$ cat src/rtl/patternbuf_pkg.sv
// patternbuf_pkg: shared defaults, FSM encoding and counter sizing for the pattern loader
package patternbuf_pkg;
  localparam int PB_BUFFER_SIZE = 22;
  localparam int PB_BUFFER_WIDTH = 6;
  localparam int PB_SOUT_LAT = 2;
  typedef enum logic [2:0] {IDLE, SETUP, SHIFT, HOLD, DRAIN} state_t;
  function automatic int cnt_bits(input int n);
    return n > 1 ? $clog2(n) : 1;
  endfunction
endpackage

$ cat src/rtl/pl_deser.sv
// pl_deser: delays ssel by the sout latency and reassembles sampled sout bits MSB first
module pl_deser
  import patternbuf_pkg::*;
#(
  parameter int BUFFER_WIDTH = PB_BUFFER_WIDTH,
  parameter int SOUT_LAT = PB_SOUT_LAT
) (
  input  logic                    clk,
  input  logic                    reset,
  input  logic                    ssel,
  input  logic                    sout,
  output logic [BUFFER_WIDTH-1:0] rb_data,
  output logic                    rb_valid
);
  localparam int CW = cnt_bits(BUFFER_WIDTH);
  logic [SOUT_LAT-1:0] pipe_q, pipe_d;
  logic [BUFFER_WIDTH-1:0] sh_q, sh_d, rb_data_q, rb_data_d;
  logic [CW-1:0] cnt_q, cnt_d;
  logic rb_valid_q, rb_valid_d, take, full;
  always_comb begin
    pipe_d = (pipe_q << 1) | SOUT_LAT'(ssel);
    take = pipe_q[SOUT_LAT-1];
    full = take && cnt_q == CW'(BUFFER_WIDTH-1);
    sh_d = take ? (sh_q << 1) | BUFFER_WIDTH'(sout) : sh_q;
    cnt_d = take ? (full ? '0 : cnt_q + 1'b1) : cnt_q;
    rb_valid_d = full;
    rb_data_d = full ? sh_d : rb_data_q;
  end
  always_ff @(posedge clk or posedge reset) begin
    if (reset) begin
      pipe_q <= '0;
      sh_q <= '0;
      cnt_q <= '0;
      rb_valid_q <= 1'b0;
      rb_data_q <= '0;
    end else begin
      pipe_q <= pipe_d;
      sh_q <= sh_d;
      cnt_q <= cnt_d;
      rb_valid_q <= rb_valid_d;
      rb_data_q <= rb_data_d;
    end
  end
  assign rb_data = rb_data_q;
  assign rb_valid = rb_valid_q;
endmodule

$ cat src/rtl/pattern_loader.sv
// pattern_loader: serially loads one pattern buffer from a field-word stream and reads back the displaced content
module pattern_loader
  import patternbuf_pkg::*;
#(
  parameter int BUFFER_SIZE = PB_BUFFER_SIZE,
  parameter int BUFFER_WIDTH = PB_BUFFER_WIDTH,
  parameter int SOUT_LAT = PB_SOUT_LAT
) (
  input  logic                    clk,
  input  logic                    reset,
  input  logic                    start,
  input  logic [2:0]              buf_addr,
  input  logic [BUFFER_WIDTH-1:0] fw_data,
  input  logic                    fw_valid,
  output logic                    fw_ready,
  output logic                    sin,
  output logic                    ssel,
  output logic [2:0]              saddr,
  input  logic                    sout,
  output logic [BUFFER_WIDTH-1:0] rb_data,
  output logic                    rb_valid,
  output logic                    busy,
  output logic                    done
);
  localparam int CW = cnt_bits(BUFFER_WIDTH);
  localparam int FW = cnt_bits(BUFFER_SIZE);
  localparam int LW = cnt_bits(SOUT_LAT);
  state_t state_q, state_d;
  logic [2:0] saddr_q, saddr_d;
  logic [BUFFER_WIDTH-1:0] sreg_q, sreg_d;
  logic [CW-1:0] bit_cnt_q, bit_cnt_d;
  logic [FW-1:0] fld_cnt_q, fld_cnt_d;
  logic [LW-1:0] lat_cnt_q, lat_cnt_d;
  logic sin_q, sin_d, ssel_q, ssel_d, fw_ready_q, fw_ready_d;
  logic busy_q, busy_d, done_q, done_d;
  logic load, last_bit, last;
  always_comb begin
    state_d = state_q;
    saddr_d = saddr_q;
    sreg_d = sreg_q;
    bit_cnt_d = bit_cnt_q;
    fld_cnt_d = fld_cnt_q;
    lat_cnt_d = lat_cnt_q;
    sin_d = sin_q;
    ssel_d = ssel_q;
    fw_ready_d = fw_ready_q;
    busy_d = busy_q;
    done_d = 1'b0;
    load = state_q == SHIFT && fw_ready_q && fw_valid;
    last_bit = bit_cnt_q == CW'(BUFFER_WIDTH-1);
    last = ssel_q && last_bit && fld_cnt_q == FW'(BUFFER_SIZE-1);
    case (state_q)
      IDLE: if (start) begin
        saddr_d = buf_addr;
        busy_d = 1'b1;
        bit_cnt_d = '0;
        fld_cnt_d = '0;
        state_d = SETUP;
      end
      SETUP: begin
        fw_ready_d = 1'b1;
        state_d = SHIFT;
      end
      SHIFT: begin
        if (ssel_q) begin
          bit_cnt_d = last_bit ? '0 : bit_cnt_q + 1'b1;
          fld_cnt_d = last_bit && !last ? fld_cnt_q + 1'b1 : fld_cnt_q;
        end
        // ready is raised while the LSB is on sin so the next MSB follows with no gap
        ssel_d = load || (!fw_ready_q && ssel_q && !last);
        sin_d = load ? fw_data[BUFFER_WIDTH-1] : ssel_d ? sreg_q[BUFFER_WIDTH-1] : sin_q;
        sreg_d = load ? fw_data << 1 : ssel_d ? sreg_q << 1 : sreg_q;
        fw_ready_d = (fw_ready_q && !fw_valid) ||
                     (ssel_d && bit_cnt_d == CW'(BUFFER_WIDTH-1) && fld_cnt_d != FW'(BUFFER_SIZE-1));
        if (last) state_d = HOLD;
      end
      HOLD: begin
        lat_cnt_d = '0;
        state_d = DRAIN;
      end
      DRAIN: begin
        lat_cnt_d = lat_cnt_q + 1'b1;
        if (lat_cnt_q == LW'(SOUT_LAT-1)) begin
          busy_d = 1'b0;
          done_d = 1'b1;
          state_d = IDLE;
        end
      end
      default: state_d = IDLE;
    endcase
  end
  always_ff @(posedge clk or posedge reset) begin
    if (reset) begin
      state_q <= IDLE;
      saddr_q <= '0;
      sreg_q <= '0;
      bit_cnt_q <= '0;
      fld_cnt_q <= '0;
      lat_cnt_q <= '0;
      sin_q <= 1'b0;
      ssel_q <= 1'b0;
      fw_ready_q <= 1'b0;
      busy_q <= 1'b0;
      done_q <= 1'b0;
    end else begin
      state_q <= state_d;
      saddr_q <= saddr_d;
      sreg_q <= sreg_d;
      bit_cnt_q <= bit_cnt_d;
      fld_cnt_q <= fld_cnt_d;
      lat_cnt_q <= lat_cnt_d;
      sin_q <= sin_d;
      ssel_q <= ssel_d;
      fw_ready_q <= fw_ready_d;
      busy_q <= busy_d;
      done_q <= done_d;
    end
  end
  pl_deser #(
    .BUFFER_WIDTH(BUFFER_WIDTH),
    .SOUT_LAT(SOUT_LAT)
  ) u_deser (
    .clk(clk),
    .reset(reset),
    .ssel(ssel_q),
    .sout(sout),
    .rb_data(rb_data),
    .rb_valid(rb_valid)
  );
  assign sin = sin_q;
  assign ssel = ssel_q;
  assign saddr = saddr_q;
  assign fw_ready = fw_ready_q;
  assign busy = busy_q;
  assign done = done_q;
endmodule

$ cat config.mk
export PLATFORM = sky130hd
export DESIGN_NAME = pattern_loader
export DESIGN_NICKNAME = d
export VERILOG_FILES = /design/src/rtl/patternbuf_pkg.sv /design/src/rtl/pl_deser.sv /design/src/rtl/pattern_loader.sv
export SDC_FILE = /design/constraint.sdc
export NUM_CORES = 1
export LEC_CHECK = 0
export BUFFER_PORTS_ARGS = -buffer_cell sky130_fd_sc_hd__buf_4
export CORE_UTILIZATION = 56
export CTS_CLUSTER_SIZE = 20
export DETAILED_ROUTE_END_ITERATION = 16
export PLACE_DENSITY = 0.8
export SYNTH_ARGS = -nofsm -noshare
export SYNTH_HDL_FRONTEND = slang
export SYNTH_SLANG_ARGS = --single-unit
$ cat constraint.sdc
create_clock -name clk -period 2.42 [get_ports clk]
set_input_delay 0.363 -clock clk [delete_from_list [all_inputs] [get_ports clk]]
set_output_delay 0.363 -clock clk [all_outputs]
set_load 0.01 [all_outputs]
=== After elaboration in Yosys (flattened, before gate mapping) ===
Cells that the tools add are included.

* Bits in registers: 44
* Output and inout bits: 15
* Word-level logic and storage cells: 88

* Equal/unequal tests: 12
* Multiplexer cells: 27
* $add $sub $neg: 4
* Reductions and logical operators: 27
* Bitwise gates (word level): 2

{| class="wikitable"
|+ Operators by type and width
! cell !! count
|-
| two-way mux 3 bit || 8
|-
| two-way mux 5 bit || 4
|-
| two-way mux 6 bit || 3
|-
| one-hot mux 3 bit (5 select lines) || 1
|-
| equality test 3 bit (second input constant) || 4
|-
| logical AND 1 bit || 11
|-
| one-hot mux 5 bit (2 select lines) || 1
|-
| nonzero test 2 bit || 5
|-
| adder 3 x 1 -> 3 bit (second input constant) || 2
|-
| equality test 3 x 2 -> 1 bit (second input constant) || 2
|-
| two-way mux 1 bit || 6
|-
| inequality test 2 bit (second input constant) || 3
|-
| bitwise OR 6 x 1 -> 6 bit || 1
|-
| one-hot mux 1 bit (2 select lines) || 3
|-
| one-hot mux 3 bit (2 select lines) || 1
|-
| AND reduction 2 bit || 3
|-
| AND reduction 3 bit || 2
|-
| adder 5 x 1 -> 5 bit (second input constant) || 1
|-
| equality test 5 bit (second input constant) || 1
|-
| inequality test 5 bit (second input constant) || 1
|-
| equality test 3 x 1 -> 1 bit (second input constant) || 1
|-
| zero test 1 bit || 3
|-
| zero test 3 bit || 1
|-
| logical OR 1 bit || 2
|-
| 2 further kinds || 2
|}

=== Longest topological paths before layout ===
Gate-level depths: netlist of the first run.

* Depth after elaboration: 12
* Mapped depth: 6
* Gate-level depth less buffers: 6

=== Modules after synthesis ===
Synthesis of the first run repeated with hierarchy kept, for this count alone.

* Cell total of the unflattened synthesis: 172
* Area, all modules: 2060.7 µm²

{| class="wikitable"
|+ By module, submodules not included
! module !! area each (µm²) !! times used !! cells an instance !! sequential area each (µm²)
|-
| pattern_loader || 1392.6 || 1 || 130 || 625.6
|-
| pl_deser || 668.1 || 1 || 42 || 425.4
|}

=== Worst setup path after synthesis of the first run ===
Ideal clock, no wire load.

* Path type: reg2reg
* Start point: register state_q[0]
* End point: register sin_q (netlist: sin)
* Data arrival time: 1.720 ns
* Path buffers: 2
* Stages on the path, launching flop included: 7
* Setup slack: 0.575 ns
* Library setup time: 0.125 ns
* Path through: dfrtp_1 -> buf_6 -> or3b_1 -> buf_6 -> nor2_8 -> mux2_1 -> mux2_4

* Cells in the longest elaborated chain, start to end: 6
* Elaborated cells on any way between the ends: 7
* Those cells by class: eq/ne (1); mux (1); reduce/logical (5)

{| class="wikitable"
|+ RTL lines
! element !! line !! text
|-
| from (decl) || pattern_loader.sv:28 || <nowiki>state_t state_q, state_d;</nowiki>
|-
| from (signal assigned) || pattern_loader.sv:106 || <nowiki>state_q <= state_d;</nowiki>
|-
| equality test 3 x 2 -> 1 bit (*) || pattern_loader.sv:49, pattern_loader.sv:52 ||
|-
| logical AND 1 bit (2 in series) || pattern_loader.sv:49 || <nowiki>load = state_q == SHIFT && fw_ready_q && fw_valid;</nowiki>
|-
| logical OR 1 bit || pattern_loader.sv:70 || <nowiki>ssel_d = load || (!fw_ready_q && ssel_q && !last);</nowiki>
|-
| nonzero test 2 bit (no source line) || n/a ||
|-
| AND reduction 2 bit (no source line) || n/a ||
|-
| to (signal assigned) || pattern_loader.sv:112 || <nowiki>sin_q <= sin_d;</nowiki>
|-
| to (decl) || pattern_loader.sv:34 || <nowiki>logic sin_q, sin_d, ssel_q, ssel_d, fw_ready_q, fw_ready_d;</nowiki>
|}

Mark *: on every way between the ends. The rest lies on a longest branch, timed or not.
A chain may end at the register's enable or synchronous reset.

=== Worst setup path after layout of the first run ===
* Start point: register state_q[0]
* End point: register sreg_q[2]

* Cells in the longest elaborated chain, start to end: 6
* Elaborated cells on any way between the ends: 7
* Those cells by class: eq/ne (1); mux (1); reduce/logical (5)

{| class="wikitable"
|+ RTL lines
! element !! line !! text
|-
| equality test 3 x 2 -> 1 bit (*) || pattern_loader.sv:49, pattern_loader.sv:52 ||
|-
| logical AND 1 bit (2 in series) || pattern_loader.sv:49 ||
|-
| logical OR 1 bit || pattern_loader.sv:70 ||
|-
| nonzero test 2 bit (no source line) || n/a ||
|-
| AND reduction 2 bit (no source line) || n/a ||
|-
| to (signal assigned) || pattern_loader.sv:108 || <nowiki>sreg_q <= sreg_d;</nowiki>
|-
| to (decl) || pattern_loader.sv:30 || <nowiki>logic [BUFFER_WIDTH-1:0] sreg_q, sreg_d;</nowiki>
|}

Marked as above.

==> impl_results.md, run 1 <==
* Outcome: finished, final reports clean
* Hold Crit Class: in2async
* First-pass detailed-route iteration total at 4
* Die height at 63.1 um
* Post-CTS setup buffer count at 0
* Via-per-instance ratio at 5.61
* Syn nets at 194
* Critical setup path kind: reg2reg
* Setup slack, reg-to-reg at 0.34 ns
* Num CTS Buffers at 5
* Unrepaired setup endpoints after global routing: false
* CP required at 2.60 ns
* Slew margin rel. at 0.646
* RD Place Congestion at 0.792
* DRC at 0
* Layer with the highest usage: met2
* Hpwl dp at 2.80 mm
* Largest net degree at the start of global routing at 44
* Gates resized, CTS repair at 0
* Row count at 21
* Post-synthesis sequential area ratio at 0.515
* FF+latch area at 0.00108 sq mm
* WL/cell at 14.7 um
* Clock slew at reported path FFs at 0.08 ns
* VDD IR max at 0.470 mV
* M3 GR Usage at 0.0616
* Worst-Skew Late Latency at 0.29 ns
* Area of the multi-input gates at 915 sq um
* M2 GR Usage at 0.382
* Root Driver: clkbuf_8
* Congestion Overflow GR at 0
* Vias in the first global route at 1462
* R2R depth at 4
* #FFs+latches synth at 43
* Clock tree buffer depth at 2
* CTS Sinks at 43
* Antenna-violating nets left at 0
* Post-synth EDFFs at 0
* First-pass GRT wire length at 6.57 mm
* Setup crit start kind: flip-flop
* Num ports at 29
* Cells after synthesis at 176
* Synth unique cells at 48
* Pleak at 1.14 nW
* CTS Hold Buffers Added at 0
* Fin Setup TNS at 0 ns
* H-tree levels at 2
* Die width at 63.1 um
* Synth-to-layout area growth at 16.1%
* Crit share post-route at 0.859
* Placed Area at 0.00231 sq mm
* Post-route cell area at 0.00243 sq mm
* CORE AREA at 0.00347 sq mm
* Pins over their slew limit at 0
* Tmin final at 2.08 ns
* Pwr/cell area at 1150 mW/mm^2
* CTS tree: done
* Async S/R FF share, synth at 1.00
* I/O Buffers at 28
* Layout Nets at 223
* Syn Area/Cell at 11.9 sq um
* CP Capture Type: flip-flop
* Fillcell total at 271
* ANT cells at 0
* Routed Wire Length at 3.71 mm
* Worst clock skew at 0.00369 ns
* Critical R2R Launch: state_q[0]$_DFFE_PP0P_
* Final setup violation count at 0
* Fmax at 0.481 GHz
* Total track usage at 0.217
* Arr. time, crit path at 2.26 ns
* Die area at 0.00398 sq mm
* Total power at 2.79 mW
* RR Endpoint: sreg_q[2]$_DFFE_PP0P_
* Starting Density at 0.603
* Fin. Hold Viols at 0
* CP max FO at 9
* Synthesized area at 0.00209 sq mm
* Most used flip-flop cell after synthesis: dfrtp_1
* Worst Tran Pin Value at 0.531 ns
* Max cap viols at 0
* Via count at 1414
* Grt met1 use at 0.249
* Synth warn at 0
* Initial antenna violation count at 0
* Initial DRC count at 72
* Share of layout cells above drive strength 1 at 0.320
-- through the flow --
step / cells / hold slack, ns / setup WS [ns] / utilization
2_1_floorplan: 176 / 0.331 / 0.575 / -
3_3_place_gp: 244 / 0.335 / 0.408 / 0.667
5_1_grt: 252 / 0.259 / 0.265 / 0.700
4_1_cts: 252 / 0.219 / 0.337 / 0.700
6_report: 252 / 0.199 / 0.342 / 0.700
3_5_place_dp: 244 / 0.337 / 0.354 / 0.667
-- Yosys cell counts (2+ instances only) --
cell      count  area, sq um
mux2_1        5         56.3
or3b_1        2         17.5
mux2_4        5         75.1
and3_1        2         12.5
nand3_1       5         25.0
nand2_1      13         48.8
clkbuf_1      2         7.51
o21ai_0      14         70.1
buf_6         3         33.8
xnor2_1       2         17.5
dfrtp_1      43         1080
a21oi_1       7         35.0
o31ai_1       2         15.0
or3_1         2         12.5
mux2_2       15          169
a211oi_1      2         15.0
nor2_1        5         18.8
nand3b_1      2         15.0
nor3_1        2         10.0
o21ai_1       2         10.0
inv_1        10         37.5
buf_2         2         10.0
ha_1          4         50.1
-- how the worst max path moves through the flow --
stage	start	to	slack, ns	depth (start not counted)
after global placement	state_q[0]$_DFFE_PP0P_	sin$_DFFE_PP0P_	0.41	4
after global routing	state_q[0]$_DFFE_PP0P_	sreg_q[2]$_DFFE_PP0P_	0.27	4
after CTS	state_q[0]$_DFFE_PP0P_	sreg_q[2]$_DFFE_PP0P_	0.34	4
after floorplan	state_q[0]$_DFFE_PP0P_	sin$_DFFE_PP0P_	0.57	6
after detailed placement	state_q[0]$_DFFE_PP0P_	sreg_q[5]$_DFFE_PP0P_	0.35	4
final	state_q[0]$_DFFE_PP0P_	sreg_q[2]$_DFFE_PP0P_	0.34	4
-- cell families after synthesis --
| logic type | synth area share |
|---|---|
| AND/OR/NAND/NOR | 0.141 |
| flip-flops | 0.515 |
| AO/OA/AOI/OAI | 0.112 |
| multiplexers | 0.148 |
| buffers and inverters | 0.0479 |
| adder cells (fa/ha/maj) | 0.0239 |
| XOR/XNOR | 0.0126 |
-- layout make-up --
| cell class | instances | area share |
|---|---|---|
| timing repair buffer | 30 | 0.0928 |
| sequential | 43 | 0.443 |
| inverter | 11 | 0.0170 |
| multi-input combinational | 114 | 0.377 |
| tap | 46 | 0.0237 |
| clock inverter | 3 | 0.0180 |
| clock buffer | 5 | 0.0284 |
-- metal layers --
layer / routed length [um] / vias up / part of all wire
met3: 151 / 9 / 0.041
met4: 57 / 0 / 0.015
met1: 1500 / 703 / 0.41
met5: 0 / - / 0
li1: - / 678 / -
met2: 2000 / 24 / 0.54
-- state kept, by name, summed over array words and instances (netlist names) --
signal,cells
lat_cnt_q,1
u_deser.sh_q,6
sin,1
u_deser.rb_valid,1
ssel,1
fld_cnt_q,5
u_deser.pipe_q,2
fw_ready,1
saddr,3
bit_cnt_q,3
sreg_q,5
u_deser.cnt_q,3
state_q,3
u_deser.rb_data,6
done,1
busy,1
-- critical path, stage by stage, from the launching register on --
cell and delay, ns:
dfrtp_1 0.49, or3b_1 0.64, nor2_8 0.23, mux2_1 0.35, mux2_4 0.26
-- cell usage in the layout (no fill, tap or decap), types with 2 or more instances in the layout --
cell type / n
dfrtp_1: 43
buf_4: 30
or3_1: 2
mux2_1: 5
nand2_1: 13
nand3b_1: 2
and3_1: 2
nor3_1: 2
o21ai_1: 2
mux2_4: 5
ha_1: 4
a21oi_1: 7
a211oi_1: 2
o21ai_0: 14
nor2_1: 5
mux2_2: 15
o31ai_1: 2
or3b_1: 2
inv_1: 10
nand3_1: 5
xnor2_1: 2
clkbuf_8: 5
-- power breakdown --
part           internal [mW]  switching, mW
Sequential             0.987          0.229
Combinational          0.556          0.478
Clock                  0.307          0.237
Power figures use the tool's default switching activity.
==> run 2: changes to the inputs <==
--- a/config.mk
+++ b/config.mk
@@ -5,11 +5,12 @@
 export SDC_FILE = /design/constraint.sdc
 export NUM_CORES = 1
 export LEC_CHECK = 0
+export ABC_AREA = 1
 export BUFFER_PORTS_ARGS = -buffer_cell sky130_fd_sc_hd__buf_4
 export CORE_UTILIZATION = 56
 export CTS_CLUSTER_SIZE = 20
 export DETAILED_ROUTE_END_ITERATION = 16
-export PLACE_DENSITY = 0.8
+export PLACE_DENSITY = 0.81
 export SYNTH_ARGS = -nofsm -noshare
 export SYNTH_HDL_FRONTEND = slang
 export SYNTH_SLANG_ARGS = --single-unit
==> run 2 against run 1 <==
Compared with the run above:
- sequential share of layout area rose by 2.5 points
- non-clock buffer count stayed put
- maximum frequency is 23% higher
- clock skew rose by 0.0042 ns
- routed wire length is 3.7% lower
- area after synthesis is 6.6% lower
- synthesized cell count increased by 27%
- count of clock-buffer cells in the layout grew 2
- final area shrank 5.3%
- final cell count increased by 21%
- flip-flop and latch count is the same
- die area fell by 6.4%
==> impl_results.md, run 2 <==
* Outcome: finished, final reports clean
* Pwr/cell area at 1110 mW/mm^2 (-3.9%)
* Tmin final at 1.69 ns (-0.388 ns)
* CTS Sinks at 43 (unchanged)
* Total track usage at 0.219 (+0.00206)
* Clock slew at reported path FFs at 0.13 ns (+0.05 ns)
* Via-per-instance ratio at 5.10 (-9.0%)
* Layout Nets at 276 (+24%)
* Place WS at 0.803 ns (+0.449 ns)
* CP Capture Type: flip-flop
* Syn nets at 241 (+24%)
* Synthesized area at 0.00195 sq mm (-6.6%)
* Initial antenna violation count at 0 (unchanged)
* Root Driver: clkbuf_4
* Worst-path cell chain: nor2_2 > inv_2 > nor3_1 > inv_1 > o21ai_0 > a22oi_1
* Most frequent cell after synthesis: nand2_1
* Share of layout cells above drive strength 1 at 0.193 (-0.127)
* Fmax at 0.592 GHz (+23%)
* Final std cells w/o fill at 305 (+21%)
* ANT cells at 0 (unchanged)
* Post-layout util at 0.689 (-0.0111)
* Die area at 0.00373 sq mm (-6.4%)
* Via count at 1557 (+10%)
* Post-synth EDFFs at 0 (unchanged)
* Post-synth top area cell: dfrtp_1
* Routed Wire Length at 3.57 mm (-3.7%)
* Die width at 61.0 um (-3.3%)
* CTS tree: done
* Syn Area/Cell at 8.75 sq um (-26%)
* Post-route cell area at 0.00230 sq mm (-5.3%)
* Worst path max stage delay at 0.44 ns (-0.20 ns)
* Post-synth top area share at 0.551 (+0.0366)
* Fin Setup TNS at 0 ns (unchanged)
* CP max FO at 6 (-3)
* H-tree levels at 2 (unchanged)
* PnR worst setup slack at 0.730 ns (+0.388 ns)
* VDD IR max at 0.577 mV (+23%)
* Worst hold margin at 0.0474 ns (-0.151 ns)
* Worst Tran Pin Value at 0.549 ns (+0.0180 ns)
* Highest-count cells in the layout ignoring fill and taps: nand2_1, dfrtp_1, buf_4, inv_1, nor2_1
* Worst-Skew Late Latency at 0.34 ns (+0.05 ns)
* Gates resized, CTS repair at 0 (unchanged)
* Unrepaired setup endpoints after global routing: false
* Num CTS Buffers at 5 (unchanged)
* Initial DRC count at 74 (+2.8%)
* Post-synthesis sequential area ratio at 0.551 (+0.0366)
* Antenna-violating nets left at 0 (unchanged)
* Setup crit start kind: flip-flop
* Hold Crit Class: in2async
* Most used flip-flop cell after synthesis: dfrtp_1
* Cells after synthesis at 223 (+27%)
* Hpwl dp at 2.57 mm (-8.0%)
* Crit share post-route at 0.698 (-0.160)
* Congestion Overflow GR at 0 (unchanged)
* Vias in the first global route at 1360 (-7.0%)
* Crit path buf inv count at 2 (+2)
* RD Place Congestion at 0.802 (+1.3%)
* Total power at 2.54 mW (-9.0%)
* Row count at 21 (unchanged)
* Synth cell count leaders: nand2_1, dfrtp_1, inv_1
* Largest cells by area after synthesis: dfrtp_1, nand2_1, inv_1
* DRC at 0 (unchanged)
* Max cap viols at 0 (unchanged)
* Placed Cells at 297 (+22%)
* #FFs+latches synth at 43 (unchanged)
* Pins over their slew limit at 0 (unchanged)
* Largest net degree at the start of global routing at 26 (-41%)
* Final setup violation count at 0 (unchanged)
* Starting Density at 0.585 (-0.0179)
* Top Family by Delay on Critical Path: simple AND/OR/NAND/NOR gates
* Placed Area at 0.00223 sq mm (-3.8%)
* CTS Hold Buffers Added at 0 (unchanged)
* Synth unique cells at 30 (-38%)
* Crit-path slowest cell: dfrtp_1
* Worst clock skew at 0.00793 ns (+0.00423 ns)
* Async S/R FF share, synth at 1.00 (unchanged)
* Critical setup path kind: reg2reg
* First-pass GRT wire length at 5.81 mm (-12%)
* WL/cell at 11.7 um (-20%)
* Post-CTS setup buffer count at 0 (unchanged)
* Slew margin rel. at 0.631 (-0.0148)
* Arr. time, crit path at 1.92 ns (-0.34 ns)
* Synth-to-layout area growth at 17.8%
* Commonest non-fill, non-tap cell in the layout: nand2_1
* First-pass detailed-route iteration total at 4 (unchanged)
* Synth warn at 0 (unchanged)
* Fin. Hold Viols at 0 (unchanged)
* I/O Buffers at 28 (unchanged)
* Num ports at 29 (unchanged)
* Die height at 61.0 um (-3.3%)
* CP required at 2.65 ns (+0.05 ns)
* CORE AREA at 0.00334 sq mm (-3.8%)
* Clock tree buffer depth at 2 (unchanged)
* Pleak at 1.18 nW (+3.8%)
## run 2: layout make-up
cell class	count	area, sq um
sequential	43	1080
clock inverter	1	7.51
multi-input combinational	148	752
clock buffer	7	65.1
timing repair buffer	30	225
tap	46	57.6
inverter	30	115
fill	271	1040
## run 2: cell families (layout without fill, tap and decap cells)
kind of cell	after synthesis	count (layout)	share of synthesized area
AOI/OAI and AO/OA	29	29	0.0872
adders and majority gates	4	4	0.0256
buffers and inverters	32	68	0.0635
DFF	43	43	0.551
muxes	3	3	0.0167
and+or+nand+nor	112	112	0.256
## run 2: worst register-to-register path: stages (launching register included)
cell and delay [ns]:
dfrtp_1 0.44, nor2_2 0.15, inv_2 0.08, nor3_1 0.44
inv_1 0.25, o21ai_0 0.14, a22oi_1 0.09
## run 2: worst paths after layout
kind                       cells past startpoint                     endpoint                         from  slack [ns]
hold reg to reg                                0  u_deser.pipe_q[1]$_DFF_PP0_  u_deser.pipe_q[0]$_DFF_PP0_        0.37
setup / recovery                               6     bit_cnt_q[2]$_DFFE_PP0P_       state_q[0]$_DFFE_PP0P_        0.73
max in group asynchronous                      3        sreg_q[1]$_DFFE_PP0P_                        reset        2.09
min in group clk                               3         saddr[2]$_DFFE_PP0P_                  buf_addr[2]        0.22
hold / removal                                 3         saddr[2]$_DFFE_PP0P_                        reset        0.05
setup reg to reg                               6     bit_cnt_q[2]$_DFFE_PP0P_       state_q[0]$_DFFE_PP0P_        0.73
## run 2: routing by layer
layer | up-vias | global-route usage | routed length (um)
met3 | 2 | 0.0735 | 163
met5 | - | 0 | 0
met4 | 0 | 0.0682 | 21
li1 | 792 | - | -
met1 | 719 | 0.295 | 1710
met2 | 44 | 0.337 | 1670
## run 2: power by group
part,internal [mW],total (mW),switching [mW]
logic,0.401,0.947,0.546
clock network,0.170,0.392,0.222
registers,1.00,1.20,0.202
